**config.mk**
```make
export PLATFORM = sky130hd
export DESIGN_NAME = bus_arbiter
export DESIGN_NICKNAME = d
export VERILOG_FILES = /design/src/rtl/bus_arbiter.sv
export SDC_FILE = /design/constraint.sdc
export NUM_CORES = 1
export LEC_CHECK = 0
export ABC_CLOCK_PERIOD_IN_PS = 3900
export CAP_MARGIN = 25
export CORE_MARGIN = 5
export CORE_UTILIZATION = 30
export DETAILED_ROUTE_END_ITERATION = 6
export PLACE_DENSITY = 0.63
export SLEW_MARGIN = 10
export SYNTH_ARGS = -nofsm -noshare
export SYNTH_HDL_FRONTEND = slang
export SYNTH_SLANG_ARGS = --single-unit
```
**constraint.sdc**
```tcl
create_clock -name clk -period 3.9 [get_ports clk]
set_clock_uncertainty 0.05 [all_clocks]
set_input_delay 0.78 -clock clk [delete_from_list [all_inputs] [get_ports clk]]
set_output_delay 0.78 -clock clk [all_outputs]
set_load 0.1 [all_outputs]
```
**src/rtl/bus_arbiter.sv**
```systemverilog
// Two-master shared-bus arbiter.
// Grants the bus to one master at a time, holds off the grant until the
// target slave reports ready, and reclaims the bus through a watchdog when
// a master keeps it too long. Every output is driven straight from a flop.
module bus_arbiter #(
    parameter int SLAVE_LEN   = 2,
    parameter int TIMEOUT_LEN = 8,
    parameter int TIMEOUT     = 200,
    parameter bit RR_MODE     = 1'b1
) (
    input  logic                      clk,
    input  logic                      reset,
    input  logic                      req_m1,
    input  logic                      req_m2,
    input  logic                      release_m1,
    input  logic                      release_m2,
    input  logic [SLAVE_LEN-1:0]      slave_select_m1,
    input  logic [SLAVE_LEN-1:0]      slave_select_m2,
    input  logic [(1<<SLAVE_LEN)-1:0] slave_ready,
    output logic                      grant_m1,
    output logic                      grant_m2,
    output logic                      bus_busy,
    output logic                      master_sel,
    output logic [(1<<SLAVE_LEN)-1:0] slave_en,
    output logic                      timeout_err
);

    localparam int SLAVE_NUM = 1 << SLAVE_LEN;
    localparam logic [TIMEOUT_LEN-1:0] LAST_COUNT = TIMEOUT_LEN'(TIMEOUT - 1);

    typedef enum logic [1:0] {
        IDLE,
        WAIT_SLAVE,
        ACTIVE,
        TURNAROUND
    } state_t;

    state_t state;
    state_t next_state;

    // owner / last_owner: 0 = master 1, 1 = master 2
    logic                   owner;
    logic                   owner_d;
    logic                   last_owner;
    logic                   last_owner_d;
    logic [SLAVE_LEN-1:0]   slave_latched;
    logic [SLAVE_LEN-1:0]   slave_latched_d;
    logic [TIMEOUT_LEN-1:0] count;
    logic [TIMEOUT_LEN-1:0] count_d;

    logic                   grant_m1_d;
    logic                   grant_m2_d;
    logic                   bus_busy_d;
    logic                   master_sel_d;
    logic [SLAVE_NUM-1:0]   slave_en_d;
    logic                   timeout_err_d;

    logic owner_req;
    logic owner_release;
    logic slave_ok;
    logic at_limit;
    logic winner;

    // Resolve the current owner's handshakes and who would win arbitration now
    always_comb begin
        owner_req     = owner ? req_m2 : req_m1;
        owner_release = owner ? release_m2 : release_m1;
        slave_ok      = slave_ready[slave_latched];
        at_limit      = (count == LAST_COUNT);
        if (req_m1 && req_m2) begin
            winner = RR_MODE ? ~last_owner : 1'b0;
        end else begin
            winner = req_m2;
        end
    end

    // State, latched transaction context and registered outputs
    always_ff @(posedge clk) begin
        if (reset) begin
            state         <= IDLE;
            owner         <= 1'b0;
            last_owner    <= 1'b1;
            slave_latched <= '0;
            count         <= '0;
            grant_m1      <= 1'b0;
            grant_m2      <= 1'b0;
            bus_busy      <= 1'b0;
            master_sel    <= 1'b0;
            slave_en      <= '0;
            timeout_err   <= 1'b0;
        end else begin
            state         <= next_state;
            owner         <= owner_d;
            last_owner    <= last_owner_d;
            slave_latched <= slave_latched_d;
            count         <= count_d;
            grant_m1      <= grant_m1_d;
            grant_m2      <= grant_m2_d;
            bus_busy      <= bus_busy_d;
            master_sel    <= master_sel_d;
            slave_en      <= slave_en_d;
            timeout_err   <= timeout_err_d;
        end
    end

    // Next-state decision
    always_comb begin
        next_state = state;
        case (state)
            IDLE: begin
                if (req_m1 || req_m2) begin
                    next_state = WAIT_SLAVE;
                end
            end
            WAIT_SLAVE: begin
                if (!owner_req) begin
                    next_state = IDLE;
                end else if (slave_ok) begin
                    next_state = ACTIVE;
                end
            end
            ACTIVE: begin
                if (owner_release || !owner_req || at_limit) begin
                    next_state = TURNAROUND;
                end
            end
            TURNAROUND: begin
                next_state = IDLE;
            end
            default: begin
                next_state = IDLE;
            end
        endcase
    end

    // Values the outputs and transaction context take after the coming edge
    always_comb begin
        owner_d         = owner;
        last_owner_d    = last_owner;
        slave_latched_d = slave_latched;
        count_d         = count;
        grant_m1_d      = 1'b0;
        grant_m2_d      = 1'b0;
        bus_busy_d      = (next_state != IDLE);
        master_sel_d    = master_sel;
        slave_en_d      = '0;
        timeout_err_d   = 1'b0;
        case (state)
            IDLE: begin
                if (next_state == WAIT_SLAVE) begin
                    owner_d         = winner;
                    slave_latched_d = winner ? slave_select_m2 : slave_select_m1;
                    master_sel_d    = winner;
                end
            end
            WAIT_SLAVE: begin
                if (next_state == ACTIVE) begin
                    count_d                   = '0;
                    grant_m1_d                = ~owner;
                    grant_m2_d                = owner;
                    slave_en_d[slave_latched] = 1'b1;
                end
            end
            ACTIVE: begin
                if (next_state == ACTIVE) begin
                    count_d                   = count + 1'b1;
                    grant_m1_d                = ~owner;
                    grant_m2_d                = owner;
                    slave_en_d[slave_latched] = 1'b1;
                end else begin
                    last_owner_d  = owner;
                    timeout_err_d = at_limit && !owner_release;
                end
            end
            default: begin
            end
        endcase
    end

endmodule

```
==> flow_summary.ini <==
[worst_setup_path]
worst_path_max_delay_cell = clkdlybuf4s50_1
cp-endpoint = slave_en[1]$_SDFF_PP0_
crit_type = input port to register
worstPathRequired_ps = 4020
cp.arrival_ps = 3280
critPathCaptureType = register
worstPathMaxFanout = 10
crit_path_start_kind = input port
rr_worst_depth = 8
path_cells = clkdlybuf4s50_1, or3b_1, a221oi_2, o311ai_2, or2_1, or3b_1, nor3_1
rrSetupSlack_ps = 1230
startpoint = req_m1
crit_path_frequent_cell = or3b_1
r2r-start = state[0]$_SDFF_PP0_
worstReg2RegEnd = slave_en[1]$_SDFF_PP0_
cp_slowest_stage_delay_ps = 560

[cells_and_area]
drive_gt1_frac = 0.0845
area_growth_pct = 26.0
finalNonFillerCells = 190
stdcell_area_sq_um = 1390
final_cell_mix = dfxtp_1 (22), clkdlybuf4s50_1 (22), inv_1 (10), nor2_1 (10), nor3_1 (7)
nets = 162
n_fill_cell = 352
diodes = 0

[run]
drv_cap = 0

[clocking]
clk_path_buf_depth = 2
cts-buffers-inserted = 3
cts_resized = 0
cts_root_buffer = clkbuf_8
cts_hold_buffers = 0
cts_max_level = 1
worstSkewPairLatency_ps = 260
tritoncts = built
clock_sinks = 22
cts_setup_buffers = 0
clk_pin_slew_ps = 70

[global_routing]
grt_max_degree = 17
grt_overflow = 0
grt_pass1_wl_um = 4490
grt_util_all_layers = 0.107
grt_antenna_before_repair = 0
grt_pass1_vias = 980

[route]
wl_um = 2560
m1WireLength_um = 1170
highest_layer = met4
drt_iter0_markers = 64
vias = 983
routed-wl-met2_um = 1230
viasPerCell = 5.17
wl_per_cell_um = 13.5
dr.pass1.iters = 4
drc = 0
wl_met3_um = 131
postRouteAntennaNets = 0

[yosys]
yosys_most_used_dff = dfxtp_1
ys_seq_elements = 22
synth_edf_count = 0
yosys_warnings = 0
mappedNetlistArea_sq_um = 1100
synth_top_area_frac = 0.399
yosysSeqAreaShare = 0.399
synth.distinct_cells = 39
syn_inst = 122
syn_nets = 140
yosysTopAreaCell = dfxtp_1
avgSynthCellArea_sq_um = 9.05
async_flop_share = 0
ys_top_cells_by_area = dfxtp_1 (40%), ha_1 (4.5%), mux2i_1 (4.5%)

[power_and_ir_drop]
p_clk_frac = 0.243
power_density_nw_per_um2 = 407
power.leakage_nw = 0.473
p_total_w = 0.000565
peakVddDrop_mv = 0.109
p_switching_w = 0.000195
combPwrFrac = 0.305
p_int_w = 0.000370
seq_power_share = 0.452
swShare = 0.345

[sta]
hold_violations = 0
fin_setup_tns_ps = 0
setup_viol = 0
max_freq_mhz = 317
worst_slew_pin_slew_ps = 978
fin_crit_sh = 0.810
post-route-min-period_ps = 3160
drv_slew = 0
maxSlewHeadroom = 0.346
rsz0062_at_grt = no

[floorplanning]
die_height_um = 70.7
start_util = 0.306
num_rows = 22
ioPinCount = 23
dieArea_sq_um = 4990
core_area_sq_um = 3610
die-width_um = 70.7

[outcome]
status = complete, no violations

[place]
placed_cells = 187
dp_hpwl_um = 1950
finalWeightedCongestion = 0.860
io_buffer_count = 22
place_area_sq_um = 1350

[worst_hold_path]
hold_class = register to register
[sequential cells by signal (all words and copies together) (netlist names)]
name and cells:
count 8, grant_m1 1, last_owner 1, grant_m2 1, slave_en 4, timeout_err 1, bus_busy 1, state 2
owner 1, slave_latched 2
[worst min path at each step]
| stage | start | slack [ps] | to | cells after the start |
|---|---|---|---|---|
| finish | count[7]$_SDFFE_PP0P_ | 430 | count[7]$_SDFFE_PP0P_ | 2 |
| global route | last_owner$_SDFFE_PP1P_ | 450 | last_owner$_SDFFE_PP1P_ | 1 |
| CTS | count[7]$_SDFFE_PP0P_ | 430 | count[7]$_SDFFE_PP0P_ | 2 |
| detailed placement | count[7]$_SDFFE_PP0P_ | 420 | count[7]$_SDFFE_PP0P_ | 2 |
| global placement | count[7]$_SDFFE_PP0P_ | 420 | count[7]$_SDFFE_PP0P_ | 2 |
| floorplan | last_owner$_SDFFE_PP1P_ | 380 | last_owner$_SDFFE_PP1P_ | 1 |
[synthesized netlist by cell type (all sizes together), types with 2 or more instances]
| cell | count |
|---|---|
| dfxtp | 22 |
| inv | 10 |
| nor2 | 10 |
| nor3 | 7 |
| a21oi | 6 |
| nand2 | 6 |
| nand3 | 6 |
| mux2i | 5 |
| o21ai | 5 |
| ha | 4 |
| or3b | 4 |
| a31oi | 3 |
| buf | 3 |
| or3 | 3 |
| or4 | 3 |
| a311oi | 2 |
| and3 | 2 |
| clkbuf | 2 |
| nand3b | 2 |
| o41ai | 2 |
[cell families (layout without fill, tap and decap cells)]
logic type / Yosys count / count (layout) / synth area share
compound gates: 26 / 26 / 0.172
xor+xnor: 1 / 1 / 0.00794
fa+ha+maj: 4 / 4 / 0.0454
buf+inv: 15 / 35 / 0.0658
flops: 22 / 22 / 0.399
mux: 6 / 6 / 0.0658
simple gates: 48 / 48 / 0.244
[area by class of cell]
class | count | area, sq um | share of cell area
flip-flops and latches | 22 | 440 | 0.317
inverters | 10 | 37.5 | 0.0270
well taps | 48 | 60.1 | 0.0432
clock buffers | 3 | 41.3 | 0.0297
multi-input cells | 85 | 591 | 0.425
repair buffers | 22 | 220 | 0.158
[per-layer routing]
| layer | track usage | vias up |
|---|---|---|
| met1 | 0.132 | 467 |
| met5 | 0 | - |
| met3 | 0.0256 | 4 |
| li1 | - | 487 |
| met4 | 0.0292 | 0 |
| met2 | 0.188 | 25 |
[power by group through the flow]
stage	registers [W]	clock network (W)	logic, W
2_1_floorplan	0.000288	0	0.000101
3_3_place_gp	0.000261	0	0.000169
3_5_place_dp	0.000261	0	0.000171
4_1_cts	0.000256	0.000142	0.000172
5_1_grt	0.000259	0.000150	0.000191
6_report	0.000256	0.000137	0.000172
[stage by stage]
stage	hold WS [ps]	setup WS [ps]	util
final	427	741	0.385
after detailed placement	418	483	0.374
after floorplan	380	1040	-
after global routing	448	578	0.385
after CTS	427	743	0.385
after global placement	418	547	0.374
[worst max-delay path, delay by kind of cell]
| kind | cells | cell delay (ps) |
|---|---|---|
| AOI/OAI and AO/OA | 2 | 470 |
| and+or+nand+nor | 4 | 1470 |
| buffers and inverters | 1 | 560 |
Note: power is estimated with default switching activity, not from simulation.
